<file path="src/rtl/mode_sequencer.sv">
// mode_sequencer: NUM_MODES-way system-mode controller.
// The lowest-numbered active set_req bit wins. Before a switch the controller
// drains the current datapath, optionally aborting on timeout. After a switch
// it holds off new requests for MIN_DWELL cycles.
// Optional feature macro: MODE_SEQ_LOCK_EN adds the mode_lock input. While
// mode_lock is 1 in STABLE, all requests are ignored.
// Ports:
//   clk, rst_n    clock, asynchronous active-low reset
//   set_req       per-mode level requests (bit 0 = highest priority)
//   drain_ack     datapath idle, safe to leave the current mode
//   mode_lock     (MODE_SEQ_LOCK_EN only) blocks new switches in STABLE
//   mode          current system mode
//   target        mode being switched to (equals mode when idle)
//   drain_req     asks the datapath to drain the current mode
//   busy          switch in progress
//   mode_changed  1-cycle pulse, mode updated this cycle
//   timeout_err   1-cycle pulse, drain aborted on timeout
module mode_sequencer #(
  parameter int unsigned NUM_MODES     = 3,
  parameter int unsigned RESET_MODE    = 0,
  parameter int unsigned MIN_DWELL     = 4,
  parameter int unsigned DRAIN_TIMEOUT = 255,
  localparam int unsigned MW = (NUM_MODES > 2) ? $clog2(NUM_MODES) : 1
) (
  input  logic                 clk,
  input  logic                 rst_n,
  input  logic [NUM_MODES-1:0] set_req,
  input  logic                 drain_ack,
`ifdef MODE_SEQ_LOCK_EN
  input  logic                 mode_lock,
`endif
  output logic [MW-1:0]        mode,
  output logic [MW-1:0]        target,
  output logic                 drain_req,
  output logic                 busy,
  output logic                 mode_changed,
  output logic                 timeout_err
);

  localparam int unsigned DW = (MIN_DWELL > 0) ? $clog2(MIN_DWELL + 1) : 1;
  localparam int unsigned TW = (DRAIN_TIMEOUT > 1) ? $clog2(DRAIN_TIMEOUT) : 1;

  typedef enum logic [1:0] {
    ST_STABLE = 2'd0,
    ST_DRAIN  = 2'd1,
    ST_SETTLE = 2'd2
  } state_t;

  state_t          state, state_nxt;
  logic [MW-1:0]   mode_nxt, target_nxt;
  logic            drain_req_nxt, busy_nxt, mode_changed_nxt, timeout_err_nxt;
  logic [DW-1:0]   dwell_cnt, dwell_nxt;
  logic [TW-1:0]   tmo_cnt, tmo_nxt;
  logic [MW-1:0]   decoded;
  logic            any_req;
  logic            lock;

`ifdef MODE_SEQ_LOCK_EN
  assign lock = mode_lock;
`else
  assign lock = 1'b0;
`endif

  // Fixed-priority decode: scanning downwards leaves the lowest set index.
  always_comb begin
    decoded = '0;
    for (int i = NUM_MODES - 1; i >= 0; i--) begin
      if (set_req[i]) decoded = MW'(i);
    end
  end

  assign any_req = |set_req;

  // Next-state and next-output logic.
  always_comb begin
    state_nxt        = state;
    mode_nxt         = mode;
    target_nxt       = target;
    drain_req_nxt    = drain_req;
    busy_nxt         = busy;
    mode_changed_nxt = 1'b0;
    timeout_err_nxt  = 1'b0;
    dwell_nxt        = dwell_cnt;
    tmo_nxt          = tmo_cnt;
    case (state)
      ST_STABLE: begin
        if (dwell_cnt != '0) dwell_nxt = dwell_cnt - DW'(1);
        if (any_req && (decoded != mode) && (dwell_cnt == '0) && !lock) begin
          target_nxt    = decoded;
          drain_req_nxt = 1'b1;
          busy_nxt      = 1'b1;
          tmo_nxt       = '0;
          state_nxt     = ST_DRAIN;
        end
      end
      ST_DRAIN: begin
        // If ack and timeout occur on the same edge, ack wins.
        if (drain_ack) begin
          mode_nxt         = target;
          mode_changed_nxt = 1'b1;
          drain_req_nxt    = 1'b0;
          dwell_nxt        = DW'(MIN_DWELL);
          state_nxt        = ST_SETTLE;
        end else if ((DRAIN_TIMEOUT != 0) && (tmo_cnt == TW'(DRAIN_TIMEOUT - 1))) begin
          drain_req_nxt   = 1'b0;
          timeout_err_nxt = 1'b1;
          target_nxt      = mode;
          busy_nxt        = 1'b0;
          state_nxt       = ST_STABLE;
        end else if (tmo_cnt != '1) begin
          tmo_nxt = tmo_cnt + TW'(1);
        end
      end
      ST_SETTLE: begin
        busy_nxt  = 1'b0;
        state_nxt = ST_STABLE;
      end
      default: begin
        busy_nxt      = 1'b0;
        drain_req_nxt = 1'b0;
        target_nxt    = mode;
        state_nxt     = ST_STABLE;
      end
    endcase
  end

  // State and registered outputs.
  always_ff @(posedge clk or negedge rst_n) begin
    if (!rst_n) begin
      state        <= ST_STABLE;
      mode         <= MW'(RESET_MODE);
      target       <= MW'(RESET_MODE);
      drain_req    <= 1'b0;
      busy         <= 1'b0;
      mode_changed <= 1'b0;
      timeout_err  <= 1'b0;
      dwell_cnt    <= '0;
      tmo_cnt      <= '0;
    end else begin
      state        <= state_nxt;
      mode         <= mode_nxt;
      target       <= target_nxt;
      drain_req    <= drain_req_nxt;
      busy         <= busy_nxt;
      mode_changed <= mode_changed_nxt;
      timeout_err  <= timeout_err_nxt;
      dwell_cnt    <= dwell_nxt;
      tmo_cnt      <= tmo_nxt;
    end
  end

endmodule
</file>
<file path="config.mk">
export PLATFORM = sky130hd
export DESIGN_NAME = mode_sequencer
export DESIGN_NICKNAME = d
export VERILOG_FILES = /design/src/rtl/mode_sequencer.sv
export SDC_FILE = /design/constraint.sdc
export NUM_CORES = 1
export LEC_CHECK = 0
export CAP_MARGIN = 10
export CORE_MARGIN = 1.5
export CORE_UTILIZATION = 54
export DETAILED_ROUTE_END_ITERATION = 6
export PLACE_DENSITY_LB_ADDON = 0.3
export SKIP_CTS_REPAIR_TIMING = 1
export SYNTH_ARGS = -nofsm -noshare
export SYNTH_HDL_FRONTEND = slang
export SYNTH_SLANG_ARGS = --single-unit
</file>
<file path="constraint.sdc">
create_clock -name clk -period 2.2 [get_ports clk]
set_input_delay 0.33 -clock clk [delete_from_list [all_inputs] [get_ports clk]]
set_output_delay 0.33 -clock clk [all_outputs]
set_load 0.05 [all_outputs]
</file>
==> metrics.log, run 1 <==
[metrics] area share of the leading cell type in the synthesized netlist: 0.445
[metrics] count of mapped cells out of synthesis: 116
[metrics] initial core utilization: 0.589
[metrics] WL per Instance: 14.4 um
[metrics] TritonCTS clock tree: done
[metrics] initial DRC count: 11
[metrics] insertion delay to the later sink of the worst-skew pair: 0.30 ns
[metrics] # DRC: 0
[metrics] clk sink count: 21
[metrics] Vert. Die Dim: 49.7 um
[metrics] total routed wirelength: 2.34 mm
[metrics] Port Buf Inserts: 13
[metrics] Worst setup EP type: flip-flop
[metrics] root buffer cell: sky130_fd_sc_hd__clkbuf_4
[metrics] die outline area: 2470 um2
[metrics] Final WS setup: 0.247 ns
[metrics] Final Net Count: 146
[metrics] post-route antenna net violation count: 0
[metrics] layout cell share with drive strength beyond 1: 0.133
[metrics] global placer's final weighted congestion: 0.839
[metrics] Setup Total Neg Slack: 0 ns
[metrics] Area contributors post-synth: sky130_fd_sc_hd__dfrtp_1, sky130_fd_sc_hd__ha_1, sky130_fd_sc_hd__mux2_1
[metrics] horizontal extent of the die: 49.7 um
[metrics] Rel. slew slack: 0.668
[metrics] area leader, netlist: sky130_fd_sc_hd__dfrtp_1
[metrics] warnings from Yosys: 0
[metrics] Worst EP arrival: 2.14 ns
[metrics] CTS Buffer Depth: 2
[metrics] setup repair after global routing missed its margin: no
[metrics] via count of the first global-routing pass: 930
[metrics] Maximum Capacitance Violations: 0
[metrics] number of cells in the finished layout apart from fillers: 162
[metrics] count of cell types in the netlist: 41
[metrics] first-pass iteration count of the detailed router: 4
[metrics] synthesized netlist net count: 126
[metrics] routed via count: 951
[metrics] leak pwr: 0.605 nW
[metrics] Avg Vias per Cell: 5.87
[metrics] ports placed on the boundary: 14
[metrics] mean area per synthesized cell: 10.2 um2
[metrics] startpoint kind of the worst setup timing path: flip-flop
[metrics] Core Footprint: 2000 um2
[metrics] part of the Yosys area used for sequential elements: 0.445
[metrics] run status: completed
[metrics] number of placed instances with taps included: 158
[metrics] standard-cell rows: 16
[metrics] Synth Register Bits: 21
[metrics] worst clock skew: 0.00490 ns
[metrics] Setup CP Type: reg -> reg
[metrics] ant diodes: 0
[metrics] fraction of the cycle the final worst path needs: 0.888
[metrics] critical path required time: 2.39 ns
[metrics] top fanout value on the critical path: 6
[metrics] global route total overflow: 0
[metrics] Hold Fails Final Rpt: 0
[metrics] Max Clock Freq: 0.512 GHz
[metrics] antenna violations before repair: 0
[metrics] post-synthesis cell area: 1180 um2
[metrics] pre-CTS setup slack: 0.255 ns
[metrics] global-route wire length before repair: 4.15 mm
[metrics] most frequent cells in the layout: sky130_fd_sc_hd__dfrtp_1, sky130_fd_sc_hd__clkdlybuf4s50_1, sky130_fd_sc_hd__inv_1, sky130_fd_sc_hd__nand2_1, sky130_fd_sc_hd__o21ai_0
[metrics] Area Overhead vs Synth: 18.0%
[metrics] overall fraction of global-route tracks in use: 0.220
[metrics] final number of max-transition violations: 0
[metrics] min cycle time layout: 1.95 ns
[metrics] sum of net half-perimeters after detailed placement: 1.65 mm
[metrics] maximum level of the CTS H-tree: 1
[metrics] transition time of the tightest slew-check pin: 0.496 ns
[metrics] leading cell type in the layout, fill and taps excluded: sky130_fd_sc_hd__dfrtp_1
[metrics] final setup vio count: 0
[metrics] worst min-delay path class: in -> async
[metrics] Pwr per Cell Area: 1180 nW/um2
[metrics] highest ir drop seen on vdd: 1.07 mV
[metrics] Clock transition at path regs: 0.12 ns
[metrics] total CTS buffers: 3
[metrics] pin count of the biggest net entering global routing: 22
==> power breakdown <==
part	total, mW	internal (mW)	leakage, nW	switching (mW)
sequential	0.660	0.513	0.276	0.147
combinational	0.796	0.324	0.311	0.471
clock	0.187	0.0679	0.0177	0.119
total	1.64	0.905	0.605	0.737
==> area by class of cell <==
cell class | count | area [um2]
clock buffers | 3 | 22.5
well taps | 27 | 33.8
clock inverters | 1 | 5.00
inverters | 9 | 33.8
flip-flops and latches | 21 | 526
fillers | 161 | 609
repair buffers | 17 | 160
multi-input cells | 84 | 612
==> sequential cells by signal, summed over array words and instances, names as in the netlist <==
name,flops
busy,1
drain_req,1
dwell_cnt,3
mode,2
mode_changed,1
state,2
target,2
timeout_err,1
tmo_cnt,8
==> per-stage QoR <==
step / hold slack, ns / utilization / power (mW) / area (um2)
after detailed placement: 0.467 / 0.682 / 1.46 / 1370
final: 0.363 / 0.696 / 1.64 / 1390
after global placement: 0.464 / 0.682 / 1.42 / 1370
after global routing: 0.379 / 0.696 / 1.76 / 1390
after CTS: 0.360 / 0.696 / 1.65 / 1390
after floorplan: 0.0344 / - / 1.21 / 1180
==> final timing paths <==
kind,slack (ns),from,endpoint,cells after the start
max,0.25,dwell_cnt[0]$_DFFE_PN0P_,tmo_cnt[4]$_DFFE_PN0P_,7
min,0.36,rst_n,busy$_DFFE_PN0P_,2
max reg2reg,0.25,dwell_cnt[0]$_DFFE_PN0P_,tmo_cnt[4]$_DFFE_PN0P_,7
min reg2reg,0.49,drain_req$_DFFE_PN0P_,drain_req$_DFFE_PN0P_,1
max in group asynchronous,1.62,rst_n,mode[1]$_DFFE_PN0P_,2
min in group clk,0.49,drain_req$_DFFE_PN0P_,drain_req$_DFFE_PN0P_,1
==> kinds of logic after synthesis <==
group | synth area share
compound gates | 0.227
xor+xnor | 0.00742
fa+ha+maj | 0.0424
buf+inv | 0.0360
flops | 0.445
mux | 0.0467
simple gates | 0.195
==> metal layers <==
| layer | part of all wire | global-route usage | up-vias |
|---|---|---|---|
| met5 | 0 | 0 | - |
| met1 | 0.48 | 0.299 | 468 |
| met3 | 0.032 | 0.0424 | 4 |
| li1 | - | - | 456 |
| met2 | 0.48 | 0.342 | 23 |
| met4 | 0.015 | 0.0972 | 0 |
==> critical path, stage by stage, from the launching register on <==
cell                       delay (ns)
sky130_fd_sc_hd__dfrtp_1         0.43
sky130_fd_sc_hd__inv_1           0.10
sky130_fd_sc_hd__ha_1            0.18
sky130_fd_sc_hd__nor2b_1         0.34
sky130_fd_sc_hd__o311ai_2        0.19
sky130_fd_sc_hd__buf_4           0.18
sky130_fd_sc_hd__o21ai_2         0.25
sky130_fd_sc_hd__a31oi_1         0.15
==> Yosys cell counts <==
master	count
sky130_fd_sc_hd__dfrtp_1	21
sky130_fd_sc_hd__inv_1	9
sky130_fd_sc_hd__nand2_1	8
sky130_fd_sc_hd__o21ai_0	7
sky130_fd_sc_hd__nor2_1	5
sky130_fd_sc_hd__nor2b_1	5
sky130_fd_sc_hd__nor3_1	5
sky130_fd_sc_hd__a21oi_1	4
sky130_fd_sc_hd__ha_1	4
sky130_fd_sc_hd__mux2_1	4
sky130_fd_sc_hd__a31oi_1	3
sky130_fd_sc_hd__nand2b_1	3
sky130_fd_sc_hd__nand3_1	3
sky130_fd_sc_hd__o22ai_1	3
sky130_fd_sc_hd__a21o_1	2
sky130_fd_sc_hd__and2_1	2
sky130_fd_sc_hd__o21ai_1	2
sky130_fd_sc_hd__o31ai_1	2
sky130_fd_sc_hd__or4_1	2
sky130_fd_sc_hd__a21boi_0	1
sky130_fd_sc_hd__a221oi_2	1
sky130_fd_sc_hd__a22o_1	1
sky130_fd_sc_hd__a2bb2oi_1	1
sky130_fd_sc_hd__a2bb2oi_2	1
sky130_fd_sc_hd__buf_2	1
sky130_fd_sc_hd__clkbuf_1	1
sky130_fd_sc_hd__mux2i_1	1
sky130_fd_sc_hd__nand2_4	1
sky130_fd_sc_hd__nand4_2	1
sky130_fd_sc_hd__nor3b_2	1
sky130_fd_sc_hd__nor4_1	1
sky130_fd_sc_hd__o21a_1	1
sky130_fd_sc_hd__o21ai_2	1
sky130_fd_sc_hd__o21ba_1	1
sky130_fd_sc_hd__o311ai_2	1
sky130_fd_sc_hd__o31ai_4	1
sky130_fd_sc_hd__o41ai_2	1
sky130_fd_sc_hd__or2_1	1
sky130_fd_sc_hd__or2_2	1
sky130_fd_sc_hd__or3b_1	1
sky130_fd_sc_hd__xnor2_1	1
No activity file was read; power rests on OpenSTA's default activity.
==> run 2: changes to the inputs <==
--- a/config.mk
+++ b/config.mk
@@ -9,7 +9,7 @@
 export CORE_MARGIN = 1.5
 export CORE_UTILIZATION = 54
 export DETAILED_ROUTE_END_ITERATION = 6
-export PLACE_DENSITY_LB_ADDON = 0.3
+export PLACE_DENSITY = 0.78
 export SKIP_CTS_REPAIR_TIMING = 1
 export SYNTH_ARGS = -nofsm -noshare
 export SYNTH_HDL_FRONTEND = slang
==> metrics.log, run 2 (synthesized netlist as in run 1, its figures left out) <==
[metrics] slowest library cell on the worst path: sky130_fd_sc_hd__clkdlybuf4s50_1
[metrics] final setup vio count: 0 (unchanged)
[metrics] Worst Path Buf+Inv: 1 (-1)
[metrics] root buffer cell: sky130_fd_sc_hd__clkbuf_4
[metrics] Pwr per Cell Area: 1170 nW/um2 (-0.73%)
[metrics] overall fraction of global-route tracks in use: 0.218 (-0.00232)
[metrics] worst clock skew: 0.00150 ns (-0.00341 ns)
[metrics] top cell family by delay on the critical path: buffers and inverters
[metrics] via count of the first global-routing pass: 978 (+5.2%)
[metrics] Worst EP arrival: 1.60 ns (-0.54 ns)
[metrics] antenna violations before repair: 0 (unchanged)
[metrics] maximum level of the CTS H-tree: 1 (unchanged)
[metrics] routed via count: 937 (-1.5%)
[metrics] Rel. slew slack: 0.663 (-0.00532)
[metrics] fraction of the cycle the final worst path needs: 0.876 (-0.0117)
[metrics] register ranked first by flip-flop count: tmo_cnt
[metrics] Max Clock Freq: 0.519 GHz (+1.3%)
[metrics] TritonCTS clock tree: done
[metrics] highest ir drop seen on vdd: 0.903 mV (-16%)
[metrics] die outline area: 2470 um2 (unchanged)
[metrics] Port Buf Inserts: 13 (unchanged)
[metrics] total routed wirelength: 2.26 mm (-3.5%)
[metrics] Clock transition at path regs: 0.11 ns (about the same)
[metrics] first-pass iteration count of the detailed router: 4 (unchanged)
[metrics] number of cells in the finished layout apart from fillers: 162 (unchanged)
[metrics] Setup CP Type: reg -> out
[metrics] post-route antenna net violation count: 0 (unchanged)
[metrics] initial core utilization: 0.589 (unchanged)
[metrics] setup repair after global routing missed its margin: no
[metrics] pin count of the biggest net entering global routing: 22 (unchanged)
[metrics] Vert. Die Dim: 49.7 um (unchanged)
[metrics] Worst setup EP type: output port
[metrics] horizontal extent of the die: 49.7 um (unchanged)
[metrics] Area Overhead vs Synth: 17.9% (about the same)
[metrics] CTS Buffer Depth: 2 (unchanged)
[metrics] # DRC: 0 (unchanged)
[metrics] ant diodes: 0 (unchanged)
[metrics] Maximum Capacitance Violations: 0 (unchanged)
[metrics] Hold Fails Final Rpt: 0 (unchanged)
[metrics] Critical path origin: mode[1]$_DFFE_PN0P_
[metrics] leading cell type in the layout, fill and taps excluded: sky130_fd_sc_hd__dfrtp_1
[metrics] run status: completed
[metrics] Final Net Count: 146 (unchanged)
[metrics] global-route wire length before repair: 4.13 mm (-0.65%)
[metrics] min cycle time layout: 1.93 ns (-0.0257 ns)
[metrics] layout cell share with drive strength beyond 1: 0.126 (-0.00741)
[metrics] ports placed on the boundary: 14 (unchanged)
[metrics] initial DRC count: 18 (+7)
[metrics] global route total overflow: 0 (unchanged)
[metrics] clk sink count: 21 (unchanged)
[metrics] global placer's final weighted congestion: 0.856 (+2.0%)
[metrics] leak pwr: 0.603 nW (-0.45%)
[metrics] Final WS setup: 0.272 ns (+0.0257 ns)
[metrics] total CTS buffers: 3 (unchanged)
[metrics] startpoint kind of the worst setup timing path: flip-flop
[metrics] Setup Total Neg Slack: 0 ns (unchanged)
[metrics] final number of max-transition violations: 0 (unchanged)
[metrics] number of placed instances with taps included: 158 (unchanged)
[metrics] top fanout value on the critical path: 6 (unchanged)
[metrics] sum of net half-perimeters after detailed placement: 1.66 mm (+0.57%)
[metrics] pre-CTS setup slack: 0.273 ns (+0.0185 ns)
[metrics] crit-path cells: clkdlybuf4s50_1
[metrics] setup slack of the most critical reg-to-reg path: 0.32 ns (+0.07 ns)
[metrics] flip-flop count of the largest register, all copies and words added: 8 (unchanged)
[metrics] insertion delay to the later sink of the worst-skew pair: 0.30 ns (about the same)
[metrics] standard-cell rows: 16 (unchanged)
[metrics] worst min-delay path class: in -> async
[metrics] critical path required time: 1.87 ns (-0.52 ns)
[metrics] most frequent cells in the layout: sky130_fd_sc_hd__dfrtp_1, sky130_fd_sc_hd__clkdlybuf4s50_1, sky130_fd_sc_hd__inv_1, sky130_fd_sc_hd__nand2_1, sky130_fd_sc_hd__o21ai_0
[metrics] Avg Vias per Cell: 5.78 (-1.5%)
[metrics] WL per Instance: 13.9 um (-3.5%)
[metrics] R2R Path Start: dwell_cnt[0]$_DFFE_PN0P_
[metrics] Core Footprint: 2000 um2 (unchanged)
[metrics] top flop regs: tmo_cnt (8), dwell_cnt (3)
[metrics] transition time of the tightest slew-check pin: 0.504 ns (+0.00795 ns)
[metrics] longest individual stage delay on the worst path: 0.84 ns (+0.41 ns)
==> run 2: area by class of cell <==
| class | count | area [um2] |
|---|---|---|
| Multi-Input combinational cell | 84 | 612 |
| Fill cell | 163 | 611 |
| Tap cell | 27 | 33.8 |
| Inverter | 9 | 33.8 |
| Timing Repair Buffer | 17 | 160 |
| Clock buffer | 4 | 26.3 |
| Sequential cell | 21 | 526 |
==> run 2: worst paths after layout <==
| kind | endpoint | cells after the start |
|---|---|---|
| max | mode[1] | 1 |
| min | dwell_cnt[1]$_DFFE_PN0P_ | 2 |
| max reg2reg | tmo_cnt[4]$_DFFE_PN0P_ | 7 |
| min reg2reg | drain_req$_DFFE_PN0P_ | 1 |
| max in group asynchronous | tmo_cnt[5]$_DFFE_PN0P_ | 2 |
| min in group clk | drain_req$_DFFE_PN0P_ | 1 |
==> run 2: stage by stage <==
step                      power [mW]  instance area, um2   util  hold WS (ns)
after CTS                       1.65                1390  0.695         0.359
after global routing            1.75                1390  0.695         0.383
final                           1.63                1390  0.695         0.359
after detailed placement        1.46                1370  0.682         0.483
after floorplan                 1.21                1180      -        0.0344
after global placement          1.43                1370  0.682         0.463
==> run 2: per-layer routing <==
| layer | up-vias | global-route usage | wire, um |
|---|---|---|---|
| met5 | - | 0 | 0 |
| met4 | 0 | 0.0833 | 21 |
| met3 | 4 | 0.0424 | 112 |
| met2 | 31 | 0.367 | 1080 |
| met1 | 445 | 0.277 | 1040 |
| li1 | 457 | - | - |
==> run 2: worst register-to-register path, cell delays in order (launching register included) <==
cell and delay [ns]:
sky130_fd_sc_hd__dfrtp_1 0.42, sky130_fd_sc_hd__inv_1 0.09, sky130_fd_sc_hd__ha_1 0.16, sky130_fd_sc_hd__nor2b_1 0.33
sky130_fd_sc_hd__o311ai_2 0.19, sky130_fd_sc_hd__buf_4 0.18, sky130_fd_sc_hd__o21ai_2 0.25, sky130_fd_sc_hd__a31oi_1 0.14
==> run 2: report_power, final <==
part / internal (mW) / switching (mW) / total, mW
Clock: 0.0705 / 0.113 / 0.183
Sequential: 0.513 / 0.145 / 0.658
Combinational: 0.324 / 0.464 / 0.788
==> run 3: changes to the inputs <==
--- a/config.mk
+++ b/config.mk
@@ -5,6 +5,7 @@
 export SDC_FILE = /design/constraint.sdc
 export NUM_CORES = 1
 export LEC_CHECK = 0
+export ABC_AREA = 1
 export CAP_MARGIN = 10
 export CORE_MARGIN = 1.5
 export CORE_UTILIZATION = 54
==> metrics.log, run 3 <==
[metrics] Setup Total Neg Slack: 0 ns (unchanged)
[metrics] count of cell types in the netlist: 23 (-44%)
[metrics] CTS Buffer Depth: 2 (unchanged)
[metrics] number of enable flip-flop cells after synthesis: 0 (unchanged)
[metrics] overall fraction of global-route tracks in use: 0.213 (-0.00484)
[metrics] global placer's final weighted congestion: 0.863 (+0.88%)
[metrics] post-synthesis cell area: 1160 um2 (-1.3%)
[metrics] Vert. Die Dim: 49.4 um (-0.60%)
[metrics] Synth Register Bits: 21 (unchanged)
[metrics] Worst EP arrival: 1.53 ns (-0.07 ns)
[metrics] Worst setup EP type: output port
[metrics] total routed wirelength: 2.07 mm (-8.5%)
[metrics] die outline area: 2440 um2 (-1.2%)
[metrics] post-place instance area: 1330 um2 (-2.9%)
[metrics] fraction of the cycle the final worst path needs: 0.845 (-0.0312)
[metrics] R2R Path Start: state[0]$_DFFE_PN0P_
[metrics] area of all placed cells without fillers: 1360 um2 (-2.6%)
[metrics] hold slack: 0.347 ns (-0.0128 ns)
[metrics] transition time of the tightest slew-check pin: 0.501 ns (-0.00281 ns)
[metrics] global-route wire length before repair: 3.87 mm (-6.2%)
[metrics] startpoint kind of the worst setup timing path: flip-flop
[metrics] Area contributors post-synth: sky130_fd_sc_hd__dfrtp_1, sky130_fd_sc_hd__nand2_1, sky130_fd_sc_hd__inv_1
[metrics] slowest library cell on the worst path: sky130_fd_sc_hd__clkdlybuf4s50_1
[metrics] total CTS buffers: 3 (unchanged)
[metrics] Avg Vias per Cell: 4.99 (-14%)
[metrics] ant diodes: 0 (unchanged)
[metrics] global route total overflow: 0 (unchanged)
[metrics] root buffer cell: sky130_fd_sc_hd__clkbuf_4
[metrics] first-pass iteration count of the detailed router: 4 (unchanged)
[metrics] most common cell in the netlist: sky130_fd_sc_hd__nand2_1
[metrics] worst clock skew: 0.00996 ns (+0.00846 ns)
[metrics] register ranked first by flip-flop count: tmo_cnt
[metrics] Setup CP Type: reg -> out
[metrics] final setup vio count: 0 (unchanged)
[metrics] Maximum Capacitance Violations: 0 (unchanged)
[metrics] pin count of the biggest net entering global routing: 22 (unchanged)
[metrics] Port Buf Inserts: 13 (unchanged)
[metrics] overall power: 1.47 mW (-9.8%)
[metrics] via count of the first global-routing pass: 932 (-4.7%)
[metrics] part of the Yosys area used for sequential elements: 0.451 (+0.00574)
[metrics] initial core utilization: 0.582 (-0.00750)
[metrics] horizontal extent of the die: 49.4 um (-0.60%)
[metrics] synthesized netlist net count: 157 (+25%)
[metrics] crit-path cells: clkdlybuf4s50_1
[metrics] leading post-synthesis cells by instance count: sky130_fd_sc_hd__nand2_1, sky130_fd_sc_hd__dfrtp_1, sky130_fd_sc_hd__inv_1
[metrics] WL per Instance: 10.8 um (-22%)
[metrics] Final WS setup: 0.341 ns (+0.0686 ns)
[metrics] run status: completed
[metrics] final number of max-transition violations: 0 (unchanged)
[metrics] most frequent cells in the layout: sky130_fd_sc_hd__nand2_1, sky130_fd_sc_hd__inv_1, sky130_fd_sc_hd__dfrtp_1, sky130_fd_sc_hd__nand3_1, sky130_fd_sc_hd__clkdlybuf4s50_1
[metrics] area share of the leading cell type in the synthesized netlist: 0.451 (+0.00574)
[metrics] TritonCTS clock tree: done
[metrics] setup slack of the most critical reg-to-reg path: 0.61 ns (+0.29 ns)
[metrics] flip-flop count of the largest register, all copies and words added: 8 (unchanged)
[metrics] number of placed instances with taps included: 187 (+18%)
[metrics] warnings from Yosys: 0 (unchanged)
[metrics] leak pwr: 0.653 nW (+8.4%)
[metrics] Pwr per Cell Area: 1090 nW/um2 (-7.3%)
[metrics] highest ir drop seen on vdd: 0.792 mV (-12%)
[metrics] worst min-delay path class: in -> async
[metrics] ports placed on the boundary: 14 (unchanged)
[metrics] Final Net Count: 175 (+20%)
[metrics] end-of-flow core utilization: 0.677 (-0.0181)
[metrics] Worst Path Buf+Inv: 1 (unchanged)
[metrics] top flop regs: tmo_cnt (8), dwell_cnt (3)
[metrics] Core Footprint: 2000 um2 (unchanged)
[metrics] most instantiated flip-flop cell in the synthesis netlist: sky130_fd_sc_hd__dfrtp_1
[metrics] Hold Fails Final Rpt: 0 (unchanged)
[metrics] Rel. slew slack: 0.665 (+0.00188)
[metrics] antenna violations before repair: 0 (unchanged)
[metrics] routed via count: 953 (+1.7%)
[metrics] standard-cell rows: 16 (unchanged)
[metrics] area leader, netlist: sky130_fd_sc_hd__dfrtp_1
[metrics] post-route antenna net violation count: 0 (unchanged)
[metrics] layout cell share with drive strength beyond 1: 0.122 (-0.00397)
[metrics] min cycle time layout: 1.86 ns (-0.0686 ns)
[metrics] Register-to-Register Path Depth: 9 (+2)
[metrics] maximum level of the CTS H-tree: 1 (unchanged)
[metrics] critical path required time: 1.87 ns (about the same)
[metrics] clk sink count: 21 (unchanged)
[metrics] sum of net half-perimeters after detailed placement: 1.67 mm (about the same)
[metrics] fraction of registers with async set/reset: 1.00 (unchanged)
[metrics] initial DRC count: 17 (-1)
[metrics] mean area per synthesized cell: 7.92 um2 (-22%)
[metrics] R2R Path End: tmo_cnt[5]$_DFFE_PN0P_
[metrics] setup repair after global routing missed its margin: no
[metrics] Area Overhead vs Synth: 16.3%
[metrics] top cell family by delay on the critical path: buffers and inverters
[metrics] pre-CTS setup slack: 0.327 ns (+0.0535 ns)
[metrics] # DRC: 0 (unchanged)
[metrics] Max Clock Freq: 0.538 GHz (+3.7%)
[metrics] longest individual stage delay on the worst path: 0.81 ns (-0.03 ns)
[metrics] top fanout value on the critical path: 4 (-2)
[metrics] insertion delay to the later sink of the worst-skew pair: 0.31 ns (about the same)
[metrics] count of mapped cells out of synthesis: 147 (+27%)
[metrics] leading cell type in the layout, fill and taps excluded: sky130_fd_sc_hd__nand2_1
[metrics] number of cells in the finished layout apart from fillers: 191 (+18%)
[metrics] Clock transition at path regs: 0.12 ns (about the same)
-- run 3: cell families after synthesis --
kind of cell               share of synthesized area
adders and majority gates                     0.0430
buffers and inverters                         0.0859
AOI/OAI and AO/OA                              0.105
xor gates and xnor gates                     0.00752
DFF                                            0.451
and+or+nand+nor                                0.307
-- run 3: worst register-to-register path: stages, from the launching register on --
cell and delay (ns):
sky130_fd_sc_hd__dfrtp_1 0.43, sky130_fd_sc_hd__inv_2 0.10, sky130_fd_sc_hd__nor2_4 0.07, sky130_fd_sc_hd__nand2_4 0.09, sky130_fd_sc_hd__inv_4 0.05, sky130_fd_sc_hd__or2_4 0.23
sky130_fd_sc_hd__nor2_4 0.12, sky130_fd_sc_hd__nand2_2 0.19, sky130_fd_sc_hd__nand2_1 0.13, sky130_fd_sc_hd__o21ai_2 0.05
-- run 3: metal layers --
| layer | GRT usage | routed length [um] | vias to the layer above |
|---|---|---|---|
| met5 | 0 | 0 | - |
| met4 | 0.0694 | 29 | 0 |
| met3 | 0.0644 | 70 | 4 |
| met2 | 0.367 | 1010 | 13 |
| met1 | 0.254 | 950 | 434 |
| li1 | - | - | 502 |
-- run 3: cell type report --
type,instances,area [um2]
Sequential cell,21,526
Clock inverter,1,7.51
Inverter,23,88.8
Tap cell,27,33.8
Fill cell,169,647
Clock buffer,3,22.5
Multi-Input combinational cell,102,539
Timing Repair Buffer,14,138
-- run 3: report_power, final --
part           total (mW)  internal (mW)  switching (mW)
logic               0.709          0.236           0.473
registers           0.576          0.492          0.0840
clock network       0.185         0.0695           0.116
total                1.47          0.797           0.673
-- run 3: worst max-delay path by stage --
stage / startpoint / endpoint / slack (ns) / cells after the start
2_1_floorplan: mode[0]$_DFFE_PN0P_ / tmo_cnt[3]$_DFFE_PN0P_ / 0.72 / 10
3_3_place_gp: drain_ack / tmo_cnt[3]$_DFFE_PN0P_ / 0.38 / 8
3_5_place_dp: set_req[1] / tmo_cnt[5]$_DFFE_PN0P_ / 0.33 / 10
4_1_cts: mode[1]$_DFFE_PN0P_ / mode[1] / 0.32 / 1
5_1_grt: mode[1]$_DFFE_PN0P_ / mode[1] / 0.26 / 1
6_report: mode[1]$_DFFE_PN0P_ / mode[1] / 0.34 / 1
